File: src/rtl/rat_pkg.sv
// Shared RAT CPU constants and the stack-operation encoding used by the
// control unit and the return-address stack.
package rat_pkg;

    localparam int unsigned RAT_ADDR_W = 8;
    localparam int unsigned RAS_DEPTH  = 8;

    typedef enum logic [1:0] {
        OP_NOP  = 2'b00,
        OP_PUSH = 2'b01,
        OP_POP  = 2'b10,
        OP_REPL = 2'b11
    } stack_op_e;

    function automatic stack_op_e decode_op(input logic push, input logic pop);
        return stack_op_e'({pop, push});
    endfunction

endpackage

File: src/rtl/ras_regfile.sv
// Return-address storage: DEPTH x N registers, one synchronous write port and
// one asynchronous read port; contents are deliberately not reset.
module ras_regfile #(
    parameter int unsigned N     = 8,
    parameter int unsigned DEPTH = 8,
    parameter int unsigned AW    = $clog2(DEPTH)
) (
    input  logic          clk,
    input  logic          we,
    input  logic [AW-1:0] waddr,
    input  logic [N-1:0]  wdata,
    input  logic [AW-1:0] raddr,
    output logic [N-1:0]  rdata
);

    logic [N-1:0] mem_q [DEPTH];

    // Storage write port.
    always_ff @(posedge clk) begin
        if (we) begin
            mem_q[waddr] <= wdata;
        end
    end

    assign rdata = mem_q[raddr];

endmodule

File: src/rtl/ret_addr_stack.sv
// Return-address stack: pointer and sticky error flags around ras_regfile.
// Top of stack is read combinationally so the PC can load it on the popping edge.
module ret_addr_stack
    import rat_pkg::*;
#(
    parameter int unsigned n     = RAT_ADDR_W,
    parameter int unsigned DEPTH = RAS_DEPTH
) (
    input  logic                     CLK,
    input  logic                     RST_N,
    input  logic                     CLR,
    input  logic                     PUSH,
    input  logic                     POP,
    input  logic [n-1:0]             DIN,
    output logic [n-1:0]             DOUT,
    output logic [$clog2(DEPTH):0]   COUNT,
    output logic                     EMPTY,
    output logic                     FULL,
    output logic                     OVF,
    output logic                     UNF
);

    localparam int unsigned AW = $clog2(DEPTH);
    localparam int unsigned CW = AW + 1;
    localparam logic [CW-1:0] DEPTH_C = CW'(DEPTH);

    logic [CW-1:0] sp_q, sp_d;
    logic          ovf_q, ovf_d;
    logic          unf_q, unf_d;
    logic          we_s;
    logic [AW-1:0] waddr_s;
    logic [AW-1:0] raddr_s;
    logic [n-1:0]  rdata_s;
    logic          empty_s;
    logic          full_s;
    stack_op_e     op_s;

    assign empty_s = (sp_q == '0);
    assign full_s  = (sp_q == DEPTH_C);
    assign raddr_s = sp_q[AW-1:0] - AW'(1);

    // Next pointer, flags and write-port control from the strobes.
    always_comb begin
        op_s    = decode_op(PUSH, POP);
        sp_d    = sp_q;
        ovf_d   = ovf_q;
        unf_d   = unf_q;
        we_s    = 1'b0;
        waddr_s = sp_q[AW-1:0];
        if (CLR) begin
            sp_d  = '0;
            ovf_d = 1'b0;
            unf_d = 1'b0;
        end else begin
            case (op_s)
                OP_PUSH: begin
                    if (full_s) begin
                        ovf_d = 1'b1;
                    end else begin
                        we_s = 1'b1;
                        sp_d = sp_q + CW'(1);
                    end
                end
                OP_POP: begin
                    if (empty_s) begin
                        unf_d = 1'b1;
                    end else begin
                        sp_d = sp_q - CW'(1);
                    end
                end
                OP_REPL: begin
                    // Replace on an empty stack degrades to a push into slot 0.
                    we_s = 1'b1;
                    if (empty_s) begin
                        sp_d  = CW'(1);
                        unf_d = 1'b1;
                    end else begin
                        waddr_s = raddr_s;
                    end
                end
                default: begin
                    sp_d = sp_q;
                end
            endcase
        end
    end

    // Pointer and sticky flag registers.
    always_ff @(posedge CLK or negedge RST_N) begin
        if (!RST_N) begin
            sp_q  <= '0;
            ovf_q <= 1'b0;
            unf_q <= 1'b0;
        end else begin
            sp_q  <= sp_d;
            ovf_q <= ovf_d;
            unf_q <= unf_d;
        end
    end

    ras_regfile #(
        .N     (n),
        .DEPTH (DEPTH),
        .AW    (AW)
    ) u_regfile (
        .clk   (CLK),
        .we    (we_s),
        .waddr (waddr_s),
        .wdata (DIN),
        .raddr (raddr_s),
        .rdata (rdata_s)
    );

    assign DOUT  = empty_s ? '0 : rdata_s;
    assign COUNT = sp_q;
    assign EMPTY = empty_s;
    assign FULL  = full_s;
    assign OVF   = ovf_q;
    assign UNF   = unf_q;

endmodule

File: config.mk
export PLATFORM = sky130hd
export DESIGN_NAME = ret_addr_stack
export DESIGN_NICKNAME = d
export VERILOG_FILES = /design/src/rtl/rat_pkg.sv /design/src/rtl/ras_regfile.sv /design/src/rtl/ret_addr_stack.sv
export SDC_FILE = /design/constraint.sdc
export NUM_CORES = 1
export LEC_CHECK = 0
export ABC_AREA = 1
export BUFFER_PORTS_ARGS = -buffer_cell sky130_fd_sc_hd__buf_2
export CORE_ASPECT_RATIO = 0.8
export CORE_MARGIN = 2
export CORE_UTILIZATION = 45
export CTS_CLUSTER_SIZE = 40
export DETAILED_ROUTE_END_ITERATION = 8
export PLACE_DENSITY_LB_ADDON = 0.1
export SYNTH_ARGS = -nofsm -noshare
export SYNTH_HDL_FRONTEND = slang
export SYNTH_HIERARCHICAL = 1
export SYNTH_SLANG_ARGS = --single-unit
File: constraint.sdc
create_clock -name CLK -period 2.5 [get_ports CLK]
set_input_delay 0.25 -clock CLK [delete_from_list [all_inputs] [get_ports CLK]]
set_output_delay 0.25 -clock CLK [all_outputs]
set_load 0.02 [all_outputs]
==> impl_metrics.py, run 1 <==
metrics = {
    "synth": {
        "netlist_top_cells_area": "edfxtp_1, nand2_1, inv_1",
        "yosysTopAreaCell": "edfxtp_1",
        "ys_seq_area_share_pct": 59.1,
        "synth_flop_cell": "edfxtp_1",
        "synth-simple-area-share_pct": 24.7,
        "synth.distinct_cells": 29,
        "synth_edf_count": 64,
        "synth_async_sr_flop_share_pct": 8.57,
        "synth_xor_area_share_pct": 0.999,
        "syn_nets": 405,
        "post-synth-top-count-cell": "nand2_1",
        "postSynthCellCount": 389,
        "synth-seq-cells": 70,
        "synth_compound_area_share_pct": 1.03,
        "synth_top_family_by_area": "simple AND/OR/NAND/NOR gates",
        "syn-cell-area_sq_mm": 0.00351,
        "syn_avg_cell_area_sq_um": 9.02,
        "synth_adder_area_share_pct": 1.07,
        "synth.top_cell.area_share_pct": 54.8,
        "yosys-top-cells-count": "nand2_1, inv_1, edfxtp_1",
        "ys_warn_count": 6,
        "synthMuxAreaShare_pct": 0,
    },
    "clocking": {
        "cts_tree": "built",
        "clockBufferDepth": 2,
        "worst_skew_pair.late_latency_ps": 330,
        "cts-htree-levels": 3,
        "cts_buffers": 9,
        "cts-root-buf": "clkbuf_8",
        "cts.sinks": 70,
        "clk_pin_slew_worst_paths_ps": 70,
    },
    "critical_path": {
        "arrival_ps": 2060,
        "critical_path.max_fanout": 8,
        "r2r_slack_ps": 480,
        "startpoint_type": "flip-flop",
        "crit_chain": "inv_1 > ha_1 > clkinvlp_4 > buf_12 > inv_6 > nand3_1 > nand2_1 > nand2_1 > nand2_1 > inv_1 > nor2_1 > buf_2",
        "r2r.worst_path.cells": 8,
        "cp_num_buf_inv": 6,
        "critPathTopFamily": "buffers and inverters",
        "slowest_delay_ps": 390,
        "worstSetupPathType": "flip-flop to output port",
        "reg2reg_to": "u_regfile/mem_q[5][5]",
        "crit_top_cell": "nand2_1",
        "cp_data_required_time_ps": 2250,
        "cp.depth": 12,
        "r2r-start": "COUNT[1]",
        "endpoint_kind": "output port",
        "crit_slowest_cell": "dfrtp_2",
    },
    "floorplanning": {
        "ioPinCount": 29,
        "coreArea_sq_mm": 0.00746,
        "dieArea_sq_mm": 0.00852,
        "num_rows": 28,
        "start_util_pct": 47.0,
        "die_x_um": 103,
        "die_y_um": 83.0,
    },
    "placed_design": {
        "place_ws_ps": 314,
        "routabilityCongestion": 0.819,
        "portBuffers": 28,
        "dp_hpwl_um": 4950,
        "place_area_sq_mm": 0.00379,
    },
    "global_route": {
        "grt-ovfl-total": 0,
        "grt_pass1_wl_um": 11400,
        "grt.total_usage_pct": 17.9,
        "grt_max_degree": 36,
        "grt_antenna_before_repair": 0,
        "grt_pass1_vias": 2388,
    },
    "hold_path": {
        "holdCritStartpoint": "DIN[1]",
        "worstHoldPathType": "input pin to flip-flop",
        "hold_end": "u_regfile/mem_q[2][1]",
        "hold_path_depth": 1,
    },
    "sta": {
        "finalHoldViolCount": 0,
        "fin_crit_sh_pct": 92.5,
        "maxSlewHeadroom_pct": 74.4,
        "max_freq_ghz": 0.432,
        "worstMarginPinSlew_ps": 382,
        "rsz0062_at_grt": "no",
        "post-route-min-period_ps": 2310,
        "final_max_slew_viol_count": 0,
        "clock_skew_ps": 7.97,
        "setup_tns_ps": 0,
        "setup_ws_ps": 186,
        "setup_viol": 0,
    },
    "cells_and_area": {
        "nNetsFinal": 456,
        "diodes": 0,
        "nFillCells": 693,
        "fin_area_sq_mm": 0.00406,
        "layout-drive-gt1-share_pct": 17.8,
        "synthToLayoutAreaGrowth_pct": 15.8,
    },
    "drt": {
        "vias": 2528,
        "vias_per_cell": 4.60,
        "route.antenna.remaining_nets": 0,
        "post-route-drc-count": 0,
        "firstDrtPassIters": 4,
        "wl_per_cell_um": 13.3,
        "drtIter0Drc": 139,
        "wl_um": 7310,
    },
    "run_status": {
        "status": "completed",
    },
    "flow_run": {
        "drv_cap": 0,
    },
    "power": {
        "leakage_nw": 2.00,
        "p_per_area_mw_per_mm2": 1010,
        "vdd_drop_max_mv": 0.432,
    },
}
area by class of cell:
type	count	area, sq um	share of cell area (%)
sequential	70	2070	51.1
multi-input combinational	213	976	24.0
inverter	95	374	9.21
timing repair buffer	50	339	8.35
clock buffer	11	131	3.24
tap	105	131	3.24
clock inverter	5	26.3	0.647
timing repair inverter	1	8.76	0.216
routing by layer:
layer  wire length, um  vias to the layer above  track usage, %
met5                 0                        -               0
met4               103                        0            6.42
met3               310                        9            4.38
met2              3490                       47            28.9
met1              3410                     1189            23.4
li1                  -                     1283               -
metrics by stage:
stage	std cells	hold WS, ps	total power, mW	util [%]
5_1_grt	550	207	4.37	54.4
4_1_cts	544	196	3.94	53.3
2_1_floorplan	389	-45.6	2.72	-
6_report	550	209	4.09	54.4
3_5_place_dp	526	83.7	3.14	50.8
3_3_place_gp	526	85.7	3.13	50.8
cells in the final DEF, fill, tap and decap left out, types with 3 or more instances in the layout:
master        n
buf_2        25
buf_4        20
buf_6         3
clkbuf_8      9
clkinv_2      3
clkinvlp_4    3
dfrtp_1       5
edfxtp_1     64
ha_1          3
inv_1        90
nand2_1     134
nand2_2       3
nand3_1      34
nor2_1       19
nor2_4        3
how the worst max path moves through the flow:
stage / from / endpoint / slack, ps
after floorplan: COUNT[0] / u_regfile/mem_q[6][0] / 310
after global placement: COUNT[1] / DOUT[1] / 370
after detailed placement: COUNT[1] / DOUT[7] / 310
after CTS: COUNT[1] / DOUT[1] / 40
after global routing: COUNT[1] / DOUT[4] / 6
final: COUNT[1] / DOUT[0] / 190
cell families after synthesis:
family          after synthesis
simple gates                200
xor+xnor                      4
flops                        70
fa+ha+maj                     3
buf+inv                     106
compound gates                6
power by group:
| group | internal (mW) | switching [mW] |
|---|---|---|
| combinational | 0.685 | 1.24 |
| clock | 0.352 | 0.408 |
| sequential | 1.36 | 0.0377 |
| total | 2.40 | 1.68 |
timing repair:
action / in CTS / in global routing
cloned: 0 / 1
endpoints found under the hold margin: 6 / 0
setup endpoints to repair: 8 / 8
hold buffers: 1 / 0
gates resized for setup: 3 / 10
setup buffers: 1 / 5
state kept, by name (all words and copies together), names as in the netlist:
register / cells
u_regfile/mem_q: 64
COUNT: 4
OVF: 1
UNF: 1
(Power assumes the default switching activity.)
==> run 2: changes to the inputs <==
--- a/config.mk
+++ b/config.mk
@@ -7,7 +7,6 @@
 export LEC_CHECK = 0
 export ABC_AREA = 1
 export BUFFER_PORTS_ARGS = -buffer_cell sky130_fd_sc_hd__buf_2
-export CORE_ASPECT_RATIO = 0.8
 export CORE_MARGIN = 2
 export CORE_UTILIZATION = 45
 export CTS_CLUSTER_SIZE = 40
==> run 2 against run 1 <==
  * Sequential share of layout area grew 0.51 points
  * Utilization shrank 1.8 points
  * Clock power grew 17%
  * Cell area shrank 0.99%
  * Largest cell class unchanged
  * Setup slack lost 12 ps
  * Sequential cell count is the same
  * Critical path depth shrank 1
  * Fmax shrank 0.52%
  * Wire length grew 0.63%
  * Register-to-register slack lost 130 ps
  * Worst hold slack lost 28 ps
  * Combinational power shrank 8%
==> impl_metrics.py, run 2 (synthesis results as in run 1) <==
metrics = {
    "floorplanning": {
        "coreArea_sq_mm": 0.00765,
        "die_x_um": 92.3,
        "die_y_um": 92.3,
        "start_util_pct": 45.9,
        "dieArea_sq_mm": 0.00852,
        "ioPinCount": 29,
        "num_rows": 32,
    },
    "sta": {
        "worstMarginPinSlew_ps": 366,
        "post-route-min-period_ps": 2330,
        "maxSlewHeadroom_pct": 75.4,
        "holdWs_ps": 181,
        "finalHoldViolCount": 0,
        "clock_skew_ps": 9.67,
        "fin_crit_sh_pct": 93.0,
        "setup_viol": 0,
        "final_max_slew_viol_count": 0,
        "max_freq_ghz": 0.430,
    },
    "cells_and_area": {
        "largest_reg_flops": 64,
        "nFillCells": 731,
        "nNetsFinal": 450,
        "synthToLayoutAreaGrowth_pct": 14.6,
        "layout_common_cells": "nand2_1, inv_1, edfxtp_1, nand3_1, buf_2",
        "fin_util_pct": 52.6,
        "layout_commonest_cell": "nand2_1",
        "multi_input_area_sq_um": 983,
        "seq_area_sq_mm": 0.00207,
        "top_register": "u_regfile/mem_q",
        "layout-drive-gt1-share_pct": 17.1,
        "diodes": 0,
    },
    "placed_design": {
        "portBuffers": 28,
        "routabilityCongestion": 0.795,
        "dp_hpwl_um": 4930,
    },
    "drt": {
        "route.antenna.remaining_nets": 0,
        "wl_um": 7360,
        "post-route-drc-count": 0,
        "vias_per_cell": 4.54,
        "wl_per_cell_um": 13.6,
        "drtIter0Drc": 123,
        "firstDrtPassIters": 4,
        "vias": 2449,
    },
    "clocking": {
        "worst_skew_pair.late_latency_ps": 340,
        "cts-htree-levels": 3,
        "cts_tree": "built",
        "cts_buffers": 9,
        "clockBufferDepth": 2,
        "cts-root-buf": "clkbuf_8",
        "clk_pin_slew_worst_paths_ps": 80,
        "cts.sinks": 70,
    },
    "critical_path": {
        "startpoint_type": "flip-flop",
        "arrival_ps": 2080,
        "cp_data_required_time_ps": 2250,
        "critical_path.max_fanout": 16,
        "worstSetupPathType": "flip-flop to output port",
        "r2r.worst_path.cells": 8,
        "endpoint_kind": "output port",
    },
    "hold_path": {
        "hold_path_depth": 1,
        "worstHoldPathType": "input pin to flip-flop",
    },
    "global_route": {
        "grt_pass1_wl_um": 11700,
        "grt-busiest-layer": "met2",
        "grt_pass1_vias": 2353,
        "grt_use_met2_pct": 31.0,
        "use_met1_pct": 23.4,
        "grt_antenna_before_repair": 0,
        "grt.total_usage_pct": 18.3,
        "grt-ovfl-total": 0,
        "grt_max_degree": 36,
        "use_met3_pct": 4.19,
    },
    "power": {
        "leakage_nw": 1.98,
        "vdd_drop_max_mv": 0.514,
        "p_per_area_mw_per_mm2": 1010,
    },
    "flow_run": {
        "drv_cap": 0,
    },
    "run_status": {
        "status": "completed",
    },
}
## run 2: final cells by class
cell class,instances,share of cell area [%]
Clock inverter,6,1.56
Sequential cell,70,51.6
Multi-Input combinational cell,213,24.5
Tap cell,102,3.17
Inverter,95,9.15
Timing Repair Buffer,45,7.00
Clock buffer,9,3.08
## run 2: final timing paths
kind / to / start / slack [ps]
hold reg to reg: UNF / UNF / 490
min in group asynchronous: COUNT[2] / RST_N / 280
max in group asynchronous: COUNT[1] / RST_N / 2060
setup reg to reg: u_regfile/mem_q[3][1] / COUNT[0] / 350
hold / removal: u_regfile/mem_q[0][2] / DIN[2] / 180
setup / recovery: DOUT[3] / COUNT[0] / 170
## run 2: power breakdown
group	total, mW	switching (mW)	internal (mW)	leakage (nW)
logic	1.76	1.17	0.585	1.24
registers	1.41	0.0417	1.36	0.656
clock network	0.890	0.436	0.453	0.0891
total	4.05	1.65	2.40	1.98
## run 2: worst max-delay path: stages (launching register included)
cell and delay, ps:
dfrtp_1 390, inv_1 90, ha_1 340, inv_4 80
inv_4 180, nand3_1 140, nand2_1 90, nand2_1 50
nand2_1 60, inv_1 40, nor2_1 90, buf_2 180
## run 2: metrics by stage
stage          setup TNS [ps]  total power, mW  setup slack [ps]  instances  instance area, sq um
2_1_floorplan               0             2.72               312        389                  3510
3_3_place_gp                0             3.12               389        522                  3780
3_5_place_dp                0             3.13               365        522                  3780
4_1_cts                     0             4.03              3.72        538                  3980
5_1_grt                 -11.2             4.34             -5.76        540                  4020
6_report                    0             4.05               174        540                  4020
## run 2: metal layers
metal / routed length, um / part of all wire [%]
met5: 0 / 0
met4: 93 / 1.3
met3: 328 / 4.5
met2: 3570 / 48
met1: 3370 / 46
## run 2: timing repair
item | in CTS | in global routing
resized for setup | 2 | 7
hold endpoints to repair | 6 | 0
setup endpoints to repair | 1 | 8
hold buffers | 1 | 0
buffers inserted | 0 | 2
